[src/rtl/pong_pkg.sv]
// Shared Pong constants and types for the ball controller.
// Contents:
//   - screen, ball and paddle geometry as localparams
//   - ball_state_t : SERVE / MOVING / OUT
//   - dir_t        : 1-bit direction, POS = increasing coordinate
//   - to_s11()     : zero-extend a 10-bit coordinate into signed 11-bit math
package pong_pkg;

  localparam int unsigned SCREEN_W       = 640;
  localparam int unsigned SCREEN_H       = 480;
  localparam int unsigned BALL_R         = 5;
  localparam int unsigned PADDLE_W       = 8;
  localparam int unsigned PADDLE_H       = 48;
  localparam int unsigned LEFT_PADDLE_X  = 20;
  localparam int unsigned RIGHT_PADDLE_X = 612;
  localparam int unsigned SPEED_X        = 2;
  localparam int unsigned SPEED_Y        = 1;
  localparam int unsigned SERVE_FRAMES   = 60;

  localparam int unsigned POS_W = 10;
  localparam int unsigned CNT_W = 6;

  // Derived geometry (ball centre limits, rebound positions, centre spot)
  localparam int unsigned X_MIN    = BALL_R;
  localparam int unsigned X_MAX    = SCREEN_W - 1 - BALL_R;
  localparam int unsigned Y_MIN    = BALL_R;
  localparam int unsigned Y_MAX    = SCREEN_H - 1 - BALL_R;
  localparam int unsigned CENTER_X = SCREEN_W / 2;
  localparam int unsigned CENTER_Y = SCREEN_H / 2;
  localparam int unsigned LEFT_FACE       = LEFT_PADDLE_X + PADDLE_W - 1;
  localparam int unsigned LEFT_REBOUND_X  = LEFT_PADDLE_X + PADDLE_W + BALL_R;
  localparam int unsigned RIGHT_REBOUND_X = RIGHT_PADDLE_X - BALL_R;

  typedef enum logic [1:0] {
    SERVE  = 2'd0,
    MOVING = 2'd1,
    OUT    = 2'd2
  } ball_state_t;

  typedef enum logic {
    NEG = 1'b0,
    POS = 1'b1
  } dir_t;

  function automatic logic signed [POS_W:0] to_s11(input logic [POS_W-1:0] v);
    return signed'({1'b0, v});
  endfunction

endpackage

[src/rtl/paddle_hit_check.sv]
// Combinational paddle overlap test for one side of the court.
// Ports:
//   ball_y     in  10  ball centre y before this frame's vertical update
//   paddle_top in  10  paddle top row
//   crossing   in   1  ball is moving toward this paddle and crosses its face this frame
//   hit        out  1  crossing and the ball's vertical extent overlaps the paddle
module paddle_hit_check
  import pong_pkg::*;
(
  input  logic [POS_W-1:0] ball_y,
  input  logic [POS_W-1:0] paddle_top,
  input  logic             crossing,
  output logic             hit
);

  logic [POS_W:0] ball_bottom;
  logic [POS_W:0] top_ext;
  logic [POS_W:0] reach_limit;

  assign ball_bottom = {1'b0, ball_y} + (POS_W+1)'(BALL_R);
  assign top_ext     = {1'b0, paddle_top};
  // y-R <= top+H-1 rewritten as y <= top+H-1+R so nothing can go negative
  assign reach_limit = top_ext + (POS_W+1)'(PADDLE_H - 1 + BALL_R);

  assign hit = crossing
             && (ball_bottom >= top_ext)
             && ({1'b0, ball_y} <= reach_limit);

endmodule

[src/rtl/ball_controller.sv]
// Pong ball controller: position, direction, wall bounces, paddle rebounds
// and serve timing. All motion is evaluated once per frame on frame_tick.
// Ports:
//   clk            in   1  system clock
//   reset_n        in   1  async active-low reset (score keeper goal reset ANDed with global reset)
//   frame_tick     in   1  one-cycle pulse per video frame
//   serve_right    in   1  launch direction at the end of the serve hold (1 = +x)
//   left_paddle_y  in  10  left paddle top row
//   right_paddle_y in  10  right paddle top row
//   ball_x_pos     out 10  ball centre x
//   ball_y_pos     out 10  ball centre y
//   paddle_hit     out  1  one-cycle pulse on a paddle rebound
//   in_play        out  1  high while the ball is moving
module ball_controller
  import pong_pkg::*;
(
  input  logic             clk,
  input  logic             reset_n,
  input  logic             frame_tick,
  input  logic             serve_right,
  input  logic [POS_W-1:0] left_paddle_y,
  input  logic [POS_W-1:0] right_paddle_y,
  output logic [POS_W-1:0] ball_x_pos,
  output logic [POS_W-1:0] ball_y_pos,
  output logic             paddle_hit,
  output logic             in_play
);

  localparam logic signed [POS_W:0] SPD_X_S = (POS_W+1)'(SPEED_X);
  localparam logic signed [POS_W:0] SPD_Y_S = (POS_W+1)'(SPEED_Y);
  localparam logic signed [POS_W:0] X_MIN_S = (POS_W+1)'(X_MIN);
  localparam logic signed [POS_W:0] X_MAX_S = (POS_W+1)'(X_MAX);
  localparam logic signed [POS_W:0] Y_MIN_S = (POS_W+1)'(Y_MIN);
  localparam logic signed [POS_W:0] Y_MAX_S = (POS_W+1)'(Y_MAX);
  // Face tests with BALL_R folded in: x-R vs LEFT_FACE, x+R vs RIGHT_PADDLE_X
  localparam logic signed [POS_W:0] L_CROSS_S = (POS_W+1)'(LEFT_FACE + BALL_R);
  localparam logic signed [POS_W:0] R_CROSS_S = (POS_W+1)'(RIGHT_PADDLE_X - BALL_R);

  ball_state_t      state_q, state_nx;
  dir_t             dx_q, dx_nx;
  dir_t             dy_q, dy_nx;
  logic [POS_W-1:0] x_q, x_nx;
  logic [POS_W-1:0] y_q, y_nx;
  logic [CNT_W-1:0] cnt_q, cnt_nx;
  logic             hit_q, hit_nx;

  logic signed [POS_W:0] x_s, y_s, nx, ny;
  logic                  cross_l, cross_r;
  logic                  hit_l, hit_r;

  assign x_s = to_s11(x_q);
  assign y_s = to_s11(y_q);
  assign nx  = (dx_q == POS) ? (x_s + SPD_X_S) : (x_s - SPD_X_S);
  assign ny  = (dy_q == POS) ? (y_s + SPD_Y_S) : (y_s - SPD_Y_S);

  assign cross_l = (dx_q == NEG) && (nx <= L_CROSS_S) && (x_s > L_CROSS_S);
  assign cross_r = (dx_q == POS) && (nx >= R_CROSS_S) && (x_s < R_CROSS_S);

  paddle_hit_check u_left_check (
    .ball_y     (y_q),
    .paddle_top (left_paddle_y),
    .crossing   (cross_l),
    .hit        (hit_l)
  );

  paddle_hit_check u_right_check (
    .ball_y     (y_q),
    .paddle_top (right_paddle_y),
    .crossing   (cross_r),
    .hit        (hit_r)
  );

  always_ff @(posedge clk or negedge reset_n) begin
    if (!reset_n) begin
      state_q <= SERVE;
      dx_q    <= POS;
      dy_q    <= POS;
      x_q     <= POS_W'(CENTER_X);
      y_q     <= POS_W'(CENTER_Y);
      cnt_q   <= '0;
      hit_q   <= 1'b0;
    end else begin
      state_q <= state_nx;
      dx_q    <= dx_nx;
      dy_q    <= dy_nx;
      x_q     <= x_nx;
      y_q     <= y_nx;
      cnt_q   <= cnt_nx;
      hit_q   <= hit_nx;
    end
  end

  always_comb begin
    state_nx = state_q;
    dx_nx    = dx_q;
    dy_nx    = dy_q;
    x_nx     = x_q;
    y_nx     = y_q;
    cnt_nx   = cnt_q;
    hit_nx   = 1'b0;

    if (frame_tick) begin
      unique case (state_q)
        SERVE: begin
          if (cnt_q == CNT_W'(SERVE_FRAMES - 1)) begin
            state_nx = MOVING;
            dx_nx    = serve_right ? POS : NEG;
            dy_nx    = POS;
            cnt_nx   = '0;
          end else begin
            cnt_nx = cnt_q + CNT_W'(1);
          end
        end

        MOVING: begin
          if (ny < Y_MIN_S) begin
            y_nx  = POS_W'(Y_MIN);
            dy_nx = POS;
          end else if (ny > Y_MAX_S) begin
            y_nx  = POS_W'(Y_MAX);
            dy_nx = NEG;
          end else begin
            y_nx = ny[POS_W-1:0];
          end

          // Paddle rebounds win over the goal clamp
          if (hit_l) begin
            x_nx   = POS_W'(LEFT_REBOUND_X);
            dx_nx  = POS;
            hit_nx = 1'b1;
          end else if (hit_r) begin
            x_nx   = POS_W'(RIGHT_REBOUND_X);
            dx_nx  = NEG;
            hit_nx = 1'b1;
          end else if (nx <= X_MIN_S) begin
            x_nx     = POS_W'(X_MIN);
            state_nx = OUT;
          end else if (nx >= X_MAX_S) begin
            x_nx     = POS_W'(X_MAX);
            state_nx = OUT;
          end else begin
            x_nx = nx[POS_W-1:0];
          end
        end

        OUT: begin
        end

        default: begin
          state_nx = SERVE;
        end
      endcase
    end
  end

  assign ball_x_pos = x_q;
  assign ball_y_pos = y_q;
  assign paddle_hit = hit_q;
  assign in_play    = (state_q == MOVING);

endmodule

[config.mk]
export PLATFORM = sky130hd
export DESIGN_NAME = ball_controller
export DESIGN_NICKNAME = d
export VERILOG_FILES = /design/src/rtl/pong_pkg.sv /design/src/rtl/paddle_hit_check.sv /design/src/rtl/ball_controller.sv
export SDC_FILE = /design/constraint.sdc
export NUM_CORES = 1
export LEC_CHECK = 0
export ABC_AREA = 1
export CAP_MARGIN = 20
export CORE_ASPECT_RATIO = 0.9
export CORE_UTILIZATION = 53
export DETAILED_ROUTE_END_ITERATION = 12
export PLACE_DENSITY = 0.78
export SYNTH_ARGS = -nofsm -noshare
export SYNTH_HDL_FRONTEND = slang
export SYNTH_SLANG_ARGS = --single-unit
export TNS_END_PERCENT = 30
[constraint.sdc]
create_clock -name clk -period 2.47 [get_ports clk]
set_input_delay 0.3705 -clock clk [delete_from_list [all_inputs] [get_ports clk]]
set_output_delay 0.3705 -clock clk [all_outputs]
set_load 0.03 [all_outputs]
==> results.sh <==
export IMPL_status="finished with violations"
export IMPL_failed_checks="setup timing"
export IMPL_ys_ff_latch=31
export IMPL_rows=30
export IMPL_p_leak_nw=3.33
export IMPL_grt_use_total=0.354
export IMPL_synth_edf_count=0
export IMPL_async_flop_share=1.00
export IMPL_viasPerCell=5.85
export IMPL_grt_max_degree=32
export IMPL_vias=5413
export IMPL_place_inst=897
export IMPL_wirelength_um=15700
export IMPL_nets=920
export IMPL_h_tree_depth=2
export IMPL_grt_pass1_vias=5240
export IMPL_drtIter0Drc=364
export IMPL_cts_sinks=31
export IMPL_clk_pin_slew_ns=0.07
export IMPL_hold_violations=0
export IMPL_yosys_area_top_type_share=0.192
export IMPL_setup_worst_path_start_class="input port"
export IMPL_die_x_um=97.0
export IMPL_layout_setup_ws_ns=-0.313
export IMPL_p_seq_frac=0.113
export IMPL_slowest_stage="clkdlybuf4s50_1"
export IMPL_cap_violations=0
export IMPL_antenna_found_initial=0
export IMPL_syn_nets=766
export IMPL_syn_inst=674
export IMPL_yosysTopAreaCell="ha_1"
export IMPL_post_route_period_util=1.13
export IMPL_min_period_ns=2.78
export IMPL_required_ns=2.66
export IMPL_comb_power_share=0.829
export IMPL_start_util=0.560
export IMPL_ys_warn_count=0
export IMPL_syn2layout_area_growth_pct=49.5
export IMPL_worstMarginPinSlew_ns=0.564
export IMPL_peakVddDrop_uv=783
export IMPL_synthFlopType="dfrtp_1"
export IMPL_p_per_area_nw_per_um2=1410
export IMPL_worst_path_buf_inv=3
export IMPL_ant_nets=0
export IMPL_clk_latency_ns=0.29
export IMPL_critical_path_top_delay_family="simple AND/OR/NAND/NOR gates"
export IMPL_die_h_um=87.5
export IMPL_gp_congestion=0.891
export IMPL_n_antenna_cell=0
export IMPL_final_cell_count_no_fill=925
export IMPL_finalPower_mw=9.06
export IMPL_relSlewSlack=0.624
export IMPL_n_fill_cell=447
export IMPL_skew_ns=0.00292
export IMPL_core_um2=7690
export IMPL_r2r_slack_ns=-0.25
export IMPL_endpoint_kind="flip-flop"
export IMPL_rsz0062_at_grt="yes"
export IMPL_path_cells="clkdlybuf4s50_1 > inv_1 > nand3_1 > nand2_1 > ha_1 > nand2_1 > nor2_1 > nor2_1 > nor2_1 > nor2_1 > nand2_1 > nand2_1 > nand2_2 > inv_2 > nand3_4 > nand2_4 > nor2_2 > nor2_1 > nor2_1"
export IMPL_syn_area_per_cell_um2=6.39
export IMPL_p_sw_frac=0.532
export IMPL_wire_per_inst_um=16.9
export IMPL_setup_viol=23
export IMPL_synth_cell_type_count=36
export IMPL_synth_area_um2=4310
export IMPL_p_int_mw=4.24
export IMPL_cp_slowest_stage_delay_ns=0.56
export IMPL_cts_root_buf="clkbuf_8"
export IMPL_detail_route_first_pass_iterations=5
export IMPL_cpMostUsedCell="nor2_1"
export IMPL_synth_seq_area_share=0.182
export IMPL_clk_path_buf_depth=2
export IMPL_final_max_slew_violation_count=0
export IMPL_cts_tree="built"
export IMPL_fmax_mhz=359
export IMPL_setup_worst_path_class="in2reg"
export IMPL_worst_path_max_fanout=7
export IMPL_hpwl_um=10200
export IMPL_pin_count=46
export IMPL_drive_gt1_frac=0.312
export IMPL_dieArea_um2=8490
export IMPL_port_buffers=45
export IMPL_crit_arrival_ns=2.97
export IMPL_remaining_drc_errors=0
export IMPL_grt_overflow=0
export IMPL_clock_power_share=0.058
export IMPL_p_switching_mw=4.82
export IMPL_synth_area_leaders="ha_1 19%, nand2_1 16%, dfrtp_1 13%"
export IMPL_hold_class="in2async"
export IMPL_numCtsBuffers=5
export IMPL_cts_hold_buf=0
export IMPL_grt_pass1_wl_um=24200
Yosys cell counts, drive strengths merged (3+ instances only):
library cell / count
a21o: 5
xnor2: 5
nor2: 75
nand3: 49
dfrtp: 23
o21ai: 34
xor2: 17
nand4: 20
nand3b: 5
dfstp: 8
o21bai: 3
a21oi: 37
ha: 66
nand2: 192
inv: 111
nor3: 9
path summary, 6_finish.rpt:
check / from / to / depth (start not counted)
max in group asynchronous: reset_n / ball_y_pos[4] / 2
worst min-delay path: reset_n / cnt_q[5] / 2
worst min register to register: ball_y_pos[7] / ball_y_pos[7] / 2
min in group clk: ball_y_pos[7] / ball_y_pos[7] / 2
worst max register to register: dx_q / ball_x_pos[1] / 16
worst max-delay path: right_paddle_y[6] / ball_x_pos[5] / 19
cell usage in the layout (no fill, tap or decap), types with 3 or more instances in the layout:
cell type        synthesis  routed
nand3b_1                 5       5
dfstp_2                  8       8
dlygate4sd2_1            0       3
a21oi_1                 35      25
dfrtp_1                 23      20
nor3_2                   0       3
clkbuf_8                 0       6
inv_1                  108      93
inv_2                    3      16
nand2_4                  0      10
buf_4                    0      99
nor3_1                   9       6
nand3_4                  0       3
nor2_1                  69      56
dfrtp_2                  0       3
ha_2                     0       3
o21ai_1                  1       6
nor2_4                   3      11
nand3_1                 45      33
xnor2_1                  5       4
xor2_1                  17      15
ha_1                    66      45
nand2_1                183     155
nand4_1                 20      20
a21o_1                   5       5
nand2_2                  9      27
clkinvlp_4               0       3
clkdlybuf4s50_1          0      40
ha_4                     0      18
nand3_2                  4      13
a21oi_2                  1      10
nor2_2                   3       8
o21ai_0                 33      26
power by group through the flow:
stage	clock (mW)	combinational, mW	sequential [mW]
finish	0.522	7.51	1.03
floorplan	0	3.23	1.23
CTS	0.530	6.72	0.994
global placement	0	5.45	0.965
global route	0.542	8.07	1.04
detailed placement	0	5.65	0.969
worst register-to-register path: stages, from the launching register on:
cell	delay, ns
dfstp_2	0.58
clkinvlp_4	0.11
buf_12	0.15
fa_2	0.38
nand2_4	0.10
nand3_4	0.09
nand3_2	0.09
nand2_1	0.07
nand2_1	0.10
nand2_2	0.10
nor2_4	0.19
nand2_2	0.10
o21bai_4	0.19
nand2_4	0.10
buf_6	0.13
nand3_1	0.07
nand2_1	0.07
layer usage:
layer	global-route usage	wire (um)
met2	0.628	7490
met1	0.438	6210
met5	0	0
met3	0.0559	1350
met4	0.134	613
sequential cells by signal, indices dropped and copies added, names as in the netlist:
signal      count
ball_x_pos     10
ball_y_pos     10
cnt_q           6
dx_q            1
dy_q            1
paddle_hit      1
state_q         2
repair_timing:
item / CTS / global route
setup endpoints to repair: 23 / 24
gates resized for setup: 100 / 41
buffers inserted: 14 / 5
gates cloned: 1 / 0
pin swaps: 46 / 40
area by class of cell:
class,count,area (um2),area share
multi-input cells,530,3730,0.578
repair buffers,148,1260,0.195
flip-flops and latches,31,790,0.123
inverters,111,424,0.0658
well taps,96,120,0.0186
clock buffers,6,82.6,0.0128
clock inverters,2,35.0,0.00544
repair inverters,1,7.51,0.00117
stage by stage:
stage               setup WS, ns  utilization  area (um2)  hold WS [ns]  TNS, ns
detailed placement        -0.561        0.721        5550         0.519    -5.77
global placement          -0.421        0.721        5550         0.494    -3.98
CTS                       -0.102        0.808        6220         0.469    -1.11
global route              -0.393        0.837        6440         0.511    -6.52
finish                    -0.313        0.837        6440         0.469    -3.45
floorplan                -0.0246            -        4350        0.0749  -0.0369
kinds of logic (layout without fill, tap and decap cells):
group / Yosys count / in the layout / share of synthesized area
fa+ha+maj: 68 / 68 / 0.201
buf+inv: 113 / 268 / 0.0987
xor+xnor: 22 / 22 / 0.0447
flops: 31 / 31 / 0.182
simple gates: 353 / 353 / 0.359
compound gates: 87 / 87 / 0.114
Power figures use the tool's default switching activity.
